File: src/rtl/mc_controller.sv
// Multicycle MIPS control unit: Moore FSM plus ALU decoder.
// Optional bne support is enabled with `define MC_CTRL_BNE_EN.
module mc_controller #(
  parameter int MEM_WAIT = 0
) (
  input  logic       CLK,
  input  logic       Reset,
  input  logic [5:0] Op,
  input  logic [5:0] Funct,
  input  logic       Zero,
  output logic       PCEn,
  output logic       IorD,
  output logic       MemWrite,
  output logic       IRWrite,
  output logic       RegDst,
  output logic       MemtoReg,
  output logic       RegWrite,
  output logic       ALUSrcA,
  output logic [1:0] ALUSrcB,
  output logic [1:0] PCSrc,
  output logic [2:0] ALUControl,
  output logic [3:0] State,
  output logic       InstrDone
);

  typedef enum logic [3:0] {
    S_FETCH    = 4'd0,
    S_DECODE   = 4'd1,
    S_MEMADR   = 4'd2,
    S_MEMRD    = 4'd3,
    S_MEMWB    = 4'd4,
    S_MEMWR    = 4'd5,
    S_EXECUTE  = 4'd6,
    S_ALUWB    = 4'd7,
    S_BRANCH   = 4'd8,
    S_ADDIEXEC = 4'd9,
    S_ADDIWB   = 4'd10,
    S_JUMP     = 4'd11
  } state_e;

  localparam logic [5:0] OpLw   = 6'b100011;
  localparam logic [5:0] OpSw   = 6'b101011;
  localparam logic [5:0] OpRtyp = 6'b000000;
  localparam logic [5:0] OpBeq  = 6'b000100;
  localparam logic [5:0] OpAddi = 6'b001000;
  localparam logic [5:0] OpJ    = 6'b000010;
`ifdef MC_CTRL_BNE_EN
  localparam logic [5:0] OpBne  = 6'b000101;
`endif

  localparam logic [3:0] WaitLast = 4'(MEM_WAIT);

  state_e     state_q, state_d;
  logic [3:0] cnt_q, cnt_d;
  logic       last;
  logic       op_known;

  logic       pcwrite, branch, take;
  logic [1:0] aluop;
  logic       irw, mw, rw, done;

  assign last = (cnt_q == WaitLast);

  always_comb begin
    op_known = (Op == OpLw) || (Op == OpSw) ||
               (Op == OpRtyp) || (Op == OpBeq) ||
               (Op == OpAddi) || (Op == OpJ);
`ifdef MC_CTRL_BNE_EN
    op_known = op_known || (Op == OpBne);
`endif
  end

  // Memory states hold until the wait counter reaches MEM_WAIT.
  always_comb begin
    state_d = state_q;
    cnt_d   = '0;
    case (state_q)
      S_FETCH: begin
        if (last) state_d = S_DECODE;
        else      cnt_d   = cnt_q + 4'd1;
      end
      S_DECODE: begin
        unique case (1'b1)
          (Op == OpLw),
          (Op == OpSw):   state_d = S_MEMADR;
          (Op == OpRtyp): state_d = S_EXECUTE;
          (Op == OpBeq):  state_d = S_BRANCH;
          (Op == OpAddi): state_d = S_ADDIEXEC;
          (Op == OpJ):    state_d = S_JUMP;
`ifdef MC_CTRL_BNE_EN
          (Op == OpBne):  state_d = S_BRANCH;
`endif
          default:        state_d = S_FETCH;
        endcase
      end
      S_MEMADR:
        state_d = (Op == OpLw) ? S_MEMRD : S_MEMWR;
      S_MEMRD: begin
        if (last) state_d = S_MEMWB;
        else      cnt_d   = cnt_q + 4'd1;
      end
      S_MEMWR: begin
        if (last) state_d = S_FETCH;
        else      cnt_d   = cnt_q + 4'd1;
      end
      S_EXECUTE:  state_d = S_ALUWB;
      S_ADDIEXEC: state_d = S_ADDIWB;
      default:    state_d = S_FETCH;
    endcase
  end

`ifdef MC_CTRL_BNE_EN
  logic bne_q;

  always_ff @(posedge CLK or posedge Reset) begin
    if (Reset) begin
      state_q <= S_FETCH;
      cnt_q   <= '0;
      bne_q   <= 1'b0;
    end else begin
      state_q <= state_d;
      cnt_q   <= cnt_d;
      if (state_q == S_DECODE) bne_q <= (Op == OpBne);
    end
  end

  assign take = bne_q ? ~Zero : Zero;
`else
  always_ff @(posedge CLK or posedge Reset) begin
    if (Reset) begin
      state_q <= S_FETCH;
      cnt_q   <= '0;
    end else begin
      state_q <= state_d;
      cnt_q   <= cnt_d;
    end
  end

  assign take = Zero;
`endif

  always_comb begin
    IorD     = 1'b0;
    RegDst   = 1'b0;
    MemtoReg = 1'b0;
    ALUSrcA  = 1'b0;
    ALUSrcB  = 2'b00;
    PCSrc    = 2'b00;
    aluop    = 2'b00;
    pcwrite  = 1'b0;
    branch   = 1'b0;
    irw      = 1'b0;
    mw       = 1'b0;
    rw       = 1'b0;
    done     = 1'b0;
    case (state_q)
      S_FETCH: begin
        ALUSrcB = 2'b01;
        irw     = last;
        pcwrite = last;
      end
      S_DECODE: begin
        ALUSrcB = 2'b11;
        done    = ~op_known;
      end
      S_MEMADR, S_ADDIEXEC: begin
        ALUSrcA = 1'b1;
        ALUSrcB = 2'b10;
      end
      S_MEMRD: IorD = 1'b1;
      S_MEMWB: begin
        MemtoReg = 1'b1;
        rw       = 1'b1;
        done     = 1'b1;
      end
      S_MEMWR: begin
        IorD = 1'b1;
        mw   = last;
        done = last;
      end
      S_EXECUTE: begin
        ALUSrcA = 1'b1;
        aluop   = 2'b10;
      end
      S_ALUWB: begin
        RegDst = 1'b1;
        rw     = 1'b1;
        done   = 1'b1;
      end
      S_BRANCH: begin
        ALUSrcA = 1'b1;
        aluop   = 2'b01;
        PCSrc   = 2'b01;
        branch  = 1'b1;
        done    = 1'b1;
      end
      S_ADDIWB: begin
        rw   = 1'b1;
        done = 1'b1;
      end
      S_JUMP: begin
        PCSrc   = 2'b10;
        pcwrite = 1'b1;
        done    = 1'b1;
      end
      default: ;
    endcase
  end

  always_comb begin
    ALUControl = 3'b010;
    case (aluop)
      2'b01: ALUControl = 3'b110;
      2'b10: begin
        case (Funct)
          6'b100010: ALUControl = 3'b110;
          6'b100100: ALUControl = 3'b000;
          6'b100101: ALUControl = 3'b001;
          6'b101010: ALUControl = 3'b111;
          default:   ALUControl = 3'b010;
        endcase
      end
      default: ALUControl = 3'b010;
    endcase
  end

  // Enables are masked so nothing writes while Reset is high.
  assign PCEn      = ~Reset & (pcwrite | (branch & take));
  assign IRWrite   = ~Reset & irw;
  assign MemWrite  = ~Reset & mw;
  assign RegWrite  = ~Reset & rw;
  assign InstrDone = ~Reset & done;
  assign State     = state_q;

endmodule

File: config.mk
export PLATFORM = sky130hd
export DESIGN_NAME = mc_controller
export DESIGN_NICKNAME = d
export VERILOG_FILES = /design/src/rtl/mc_controller.sv
export SDC_FILE = /design/constraint.sdc
export NUM_CORES = 1
export LEC_CHECK = 0
export BUFFER_PORTS_ARGS = -buffer_cell sky130_fd_sc_hd__buf_2
export CORE_ASPECT_RATIO = 1.4
export CORE_MARGIN = 2
export CORE_UTILIZATION = 31
export DETAILED_ROUTE_END_ITERATION = 6
export PLACE_DENSITY = 0.66
export REMOVE_ABC_BUFFERS = 1
export SLEW_MARGIN = 20
export SYNTH_ARGS = -nofsm -noshare
export SYNTH_HDL_FRONTEND = slang
export SYNTH_SLANG_ARGS = --single-unit
File: constraint.sdc
create_clock -name CLK -period 1.9 [get_ports CLK]
set_input_delay 0.285 -clock CLK [delete_from_list [all_inputs] [get_ports CLK]]
set_output_delay 0.285 -clock CLK [all_outputs]
set_load 0.01 [all_outputs]
# Yosys cells after proc, flatten, opt, wreduce, memory -nomap -nowiden
# Index checks and enable logic that the tools add are counted.
[totals] regBits=8 in_bits=15 output_inout_bits=20 elab_cells=76
[classes] n_addsub=1 eq_ne=25 muxes=23 n_bitwise=9 reduce_logical=16
[ops] op="6-bit == test (second input constant)" n=6
[ops] op="4-bit case mux with 7 select lines" n=1
[ops] op="4-bit 2-to-1 mux" n=5
[ops] op="4-bit case mux with 5 select lines" n=1
[ops] op="4-bit by 3-bit == test with 1-bit output (second input constant)" n=4
[ops] op="4-bit == test (second input constant)" n=4
[ops] op="3-bit case mux with 4 select lines" n=1
[ops] op="4-bit by 2-bit == test with 1-bit output (second input constant)" n=2
[ops] op="4-bit logical NOT" n=2
[ops] op="1-bit 2-to-1 mux" n=8
[ops] op="2-bit case mux with 2 select lines" n=2
[ops] op="1-bit bitwise AND" n=6
[ops] op="6-bit by 2-bit == test with 1-bit output (second input constant)" n=1
[ops] op="6-bit by 3-bit == test with 1-bit output (second input constant)" n=1
[ops] op="6-bit by 4-bit == test with 1-bit output (second input constant)" n=1
[ops] op="6-bit logical NOT" n=1
[ops] op="2-bit != test (second input constant)" n=3
[ops] op="2-bit case mux with 3 select lines" n=1
[ops] op="3-bit case mux with 2 select lines" n=1
[ops] op="2-bit OR reduction" n=3
[ops] op="3-bit OR reduction" n=2
[ops] op="1-bit logical OR" n=5
[ops] op="5-bit OR reduction" n=1
[ops] op="4-bit by 1-bit adder with 4-bit output (second input constant)" n=1
[ops] op="other kinds (10)" n=11

# Longest topological paths before layout
[depth] ltp_word=9 mapped_depth=7

# Worst setup path after synthesis
# OpenSTA, ideal clock, no wires.
[synth_timing] kind="reg2out" start="reg state_q[1], in the netlist State[1]" end="out ALUControl[0]" arrival_ns=1.513 required_ns=1.615 setup_slack_ns=0.102 path_stages_with_launch=6 path_buffers=1 path_cell_list="dfrtp_1 -> buf_2 -> nor2_1 -> nand2_1 -> ha_1 -> nor3b_1"
[synth_via] elab_chain_len=4 elab_cells_between_ends=6 classes_between="eq/ne: 4; mux: 2"
[synth_lines] element="start: declaration" line="53" rtl="state_e state_q, state_d;"
[synth_lines] element="start signal: assignment" line="134" rtl="state_q <= state_d;"
[synth_lines] element="4-bit == test or 4-bit by 3-bit == test with 1-bit output (tied branches)" line="156" rtl="case (state_q)"
[synth_lines] element="2-bit case mux with 2 select lines (*)" line="156"
[synth_lines] element="2-bit == test or 2-bit by 1-bit == test with 1-bit output (tied branches)" line="212" rtl="case (aluop)"
[synth_lines] element="3-bit case mux with 2 select lines (*)" line="212"
[synth_lines] element="end: declaration" line="21" rtl="output logic [2:0] ALUControl,"
# Every way passes the cells marked *; elsewhere a longest branch is shown, timed or not.

# Final worst setup path
[layout_timing] start="reg state_q[0], in the netlist State[0]" end="out ALUControl[1]"
# The elaborated chain is that of the path after synthesis.

==> flow_summary.yaml <==
timing:
  worst_slew_pin_slew_ns: 0.349
  rsz0062_at_grt: "true"
  finalClockSkew_ns: 0.00108
  period_share_pct: 99.9
  setup_viol: 0
  finalSetupTns_ns: 0
  maxSlewViolCount: 0
  relSlewSlack_pct: 76.5
  min_period_ns: 1.90
  hold_ws_ns: 0.0845
  max_freq_mhz: 527
  hold_violations: 0
global_routing:
  grt_pass1_vias: 1018
  track_usage_pct: 18.5
  overflow: 0
  use_met1_pct: 19.9
  grt_max_degree: 19
  grt_pass1_wl_mm: 4.60
  grtUsageMet3_pct: 4.71
  grt_use_met2_pct: 33.9
  grt_busiest_layer: "met2"
  grt_antenna_before_repair: 0
yosys:
  yosysWarningCount: 0
  synth.yosys.seq_area_share_pct: 23.0
  synth-main-ff-cell: "dfrtp_1"
  yosys_register_bits: 8
  synth.distinct_cells: 35
  synth_edf_count: 0
  synthArstFlopShare_pct: 100
  syn_area_sq_um: 871
  syn_inst: 122
  syn_avg_cell_area_sq_um: 7.14
layout:
  final_cell_mix: "buf_2 (33), nor2_1 (19), buf_4 (14)"
  final_common_cell: "buf_2"
  final_nets: 188
  diodes: 0
  fillers: 282
  syn_to_final_growth_pct: 49.7
  final_layout_size_suffix_gt1_share_pct: 45.5
die:
  dieArea_sq_um: 3260
  die_w_um: 48.8
  fp.coreArea_sq_um: 2640
  die_height_um: 66.7
  ios: 35
  start_util_pct: 33.0
  rows: 22
route:
  viasPerCell: 5.17
  wire_per_inst_um: 13.6
  drt-initial-drc-count: 23
  routed_wl_mm: 2.76
  drt_pass1_iterations: 4
  final_antenna_net_count: 0
  route.detailed.drc: 0
  vias: 1050
worst_setup_path:
  cp_max_fo: 4
  startpoint: "State[0]"
  crit_path_end_kind: "output port"
  start_kind: "flip-flop"
  worstSetupPathType: "flip-flop to output port"
  crit-reg2reg-launch: "cnt_q[1]"
  worstPathArrival_ns: 1.61
  crit_required_ns: 1.62
pwr:
  comb_power_share_pct: 65.5
  p_seq_share_pct: 21.5
  p_int_uw: 573
  p_leak_uw: 0.000611
  ir_worst_vdd_mv: 0.501
  power_switching_uw: 454
  power.density_nw_per_um2: 788
  p_clk_share_pct: 13.0
  p_sw_share_pct: 44.2
cts:
  clock_latency_ns: 0.26
  numCtsBuffers: 3
  cts_htree_levels: 1
  cts.clk_slew.worst_paths_ns: 0.06
  cts-root-buf: "clkbuf_4"
  ctsLongestPathBuffers: 2
  cts_tree: "yes"
  cts.sinks: 8
  cts-hold-fix-buffers: 0
placed_design:
  place_hpwl_mm: 1.95
  port_buffers: 34
  place_congestion: 0.871
run:
  maxCapViolations: 0
min_path:
  hp-class: "input port to async pin"
run_status:
  status: "finished clean"
[metrics by stage]
stage | power [uW] | setup WS (ns) | util (%) | cell area [sq um] | instances
after floorplan | 541 | 0.00517 | - | 832 | 115
after global placement | 740 | 0.200 | 41.6 | 1100 | 192
after detailed placement | 747 | 0.173 | 41.6 | 1100 | 192
after CTS | 982 | -0.0134 | 46.6 | 1230 | 200
after global routing | 1110 | -0.0833 | 49.3 | 1300 | 203
final | 1030 | 0.00213 | 49.3 | 1300 | 203
[synthesized netlist by cell type, types with 3 or more instances]
| master | n | area share, % |
|---|---|---|
| a21oi_1 | 5 | 2.9 |
| and3_1 | 3 | 2.2 |
| buf_2 | 4 | 2.3 |
| dfrtp_1 | 8 | 23 |
| ha_1 | 4 | 5.7 |
| inv_1 | 6 | 2.6 |
| nand2_1 | 6 | 2.6 |
| nand2b_1 | 6 | 4.3 |
| nand3_1 | 6 | 3.4 |
| nor2_1 | 21 | 9.1 |
| nor2b_1 | 4 | 2.9 |
| nor3_1 | 10 | 5.7 |
| nor3b_1 | 3 | 2.6 |
| nor4_1 | 3 | 2.2 |
| o21ai_0 | 5 | 2.9 |
| xor2_1 | 3 | 3.0 |
[routing by layer]
layer / wire length [um] / up-vias
met2: 1400 / 41
met4: 93 / 0
met1: 1110 / 479
met5: 0 / -
li1: - / 520
met3: 154 / 10
[repair_timing]
item / CTS / global route
endpoints found under the hold margin: 0 / 0
cloned: 0 / 0
resized for setup: 15 / 14
setup endpoints to repair: 6 / 7
setup buffers: 5 / 4
pin swaps: 2 / 2
[cell families after synthesis]
| logic type | count (synthesis) | synth area share (%) |
|---|---|---|
| compound gates | 25 | 19.4 |
| xor+xnor | 5 | 5.03 |
| flops | 8 | 23.0 |
| fa+ha+maj | 4 | 5.75 |
| simple gates | 66 | 38.5 |
| mux | 1 | 1.29 |
| buf+inv | 13 | 7.04 |
[layout make-up]
class	count	area [sq um]	area share [%]
inverter	6	22.5	1.73
timing repair buffer	49	293	22.5
tap	36	45.0	3.45
sequential	8	203	15.5
multi-input combinational	101	718	55.1
clock buffer	3	22.5	1.73
[path summary, 6_finish.rpt]
path / endpoint / slack, ns / depth (start not counted)
max in group asynchronous: State[2] / 1.67 / 3
min: State[3] / 0.08 / 3
min reg2reg: cnt_q[0] / 0.54 / 2
max: ALUControl[1] / 0.002 / 5
max reg2reg: State[2] / 0.16 / 7
min in group CLK: State[1] / 0.43 / 4
[critical path: stages, from the launching register on]
cell     delay, ns
dfrtp_1       0.43
nor2_2        0.18
nand2_2       0.10
ha_4          0.25
a211o_1       0.25
buf_2         0.14
[registers in the layout, indices dropped and copies added, names as in the netlist]
register,cells
State,4
cnt_q,4
[power by group through the flow]
| stage | clock network [uW] | logic, uW | registers [uW] |
|---|---|---|---|
| 2_1_floorplan | 0 | 278 | 263 |
| 3_3_place_gp | 0 | 527 | 213 |
| 3_5_place_dp | 0 | 532 | 214 |
| 4_1_cts | 139 | 627 | 216 |
| 5_1_grt | 156 | 730 | 223 |
| 6_report | 134 | 673 | 220 |
Note: power is estimated with default switching activity, not from simulation.
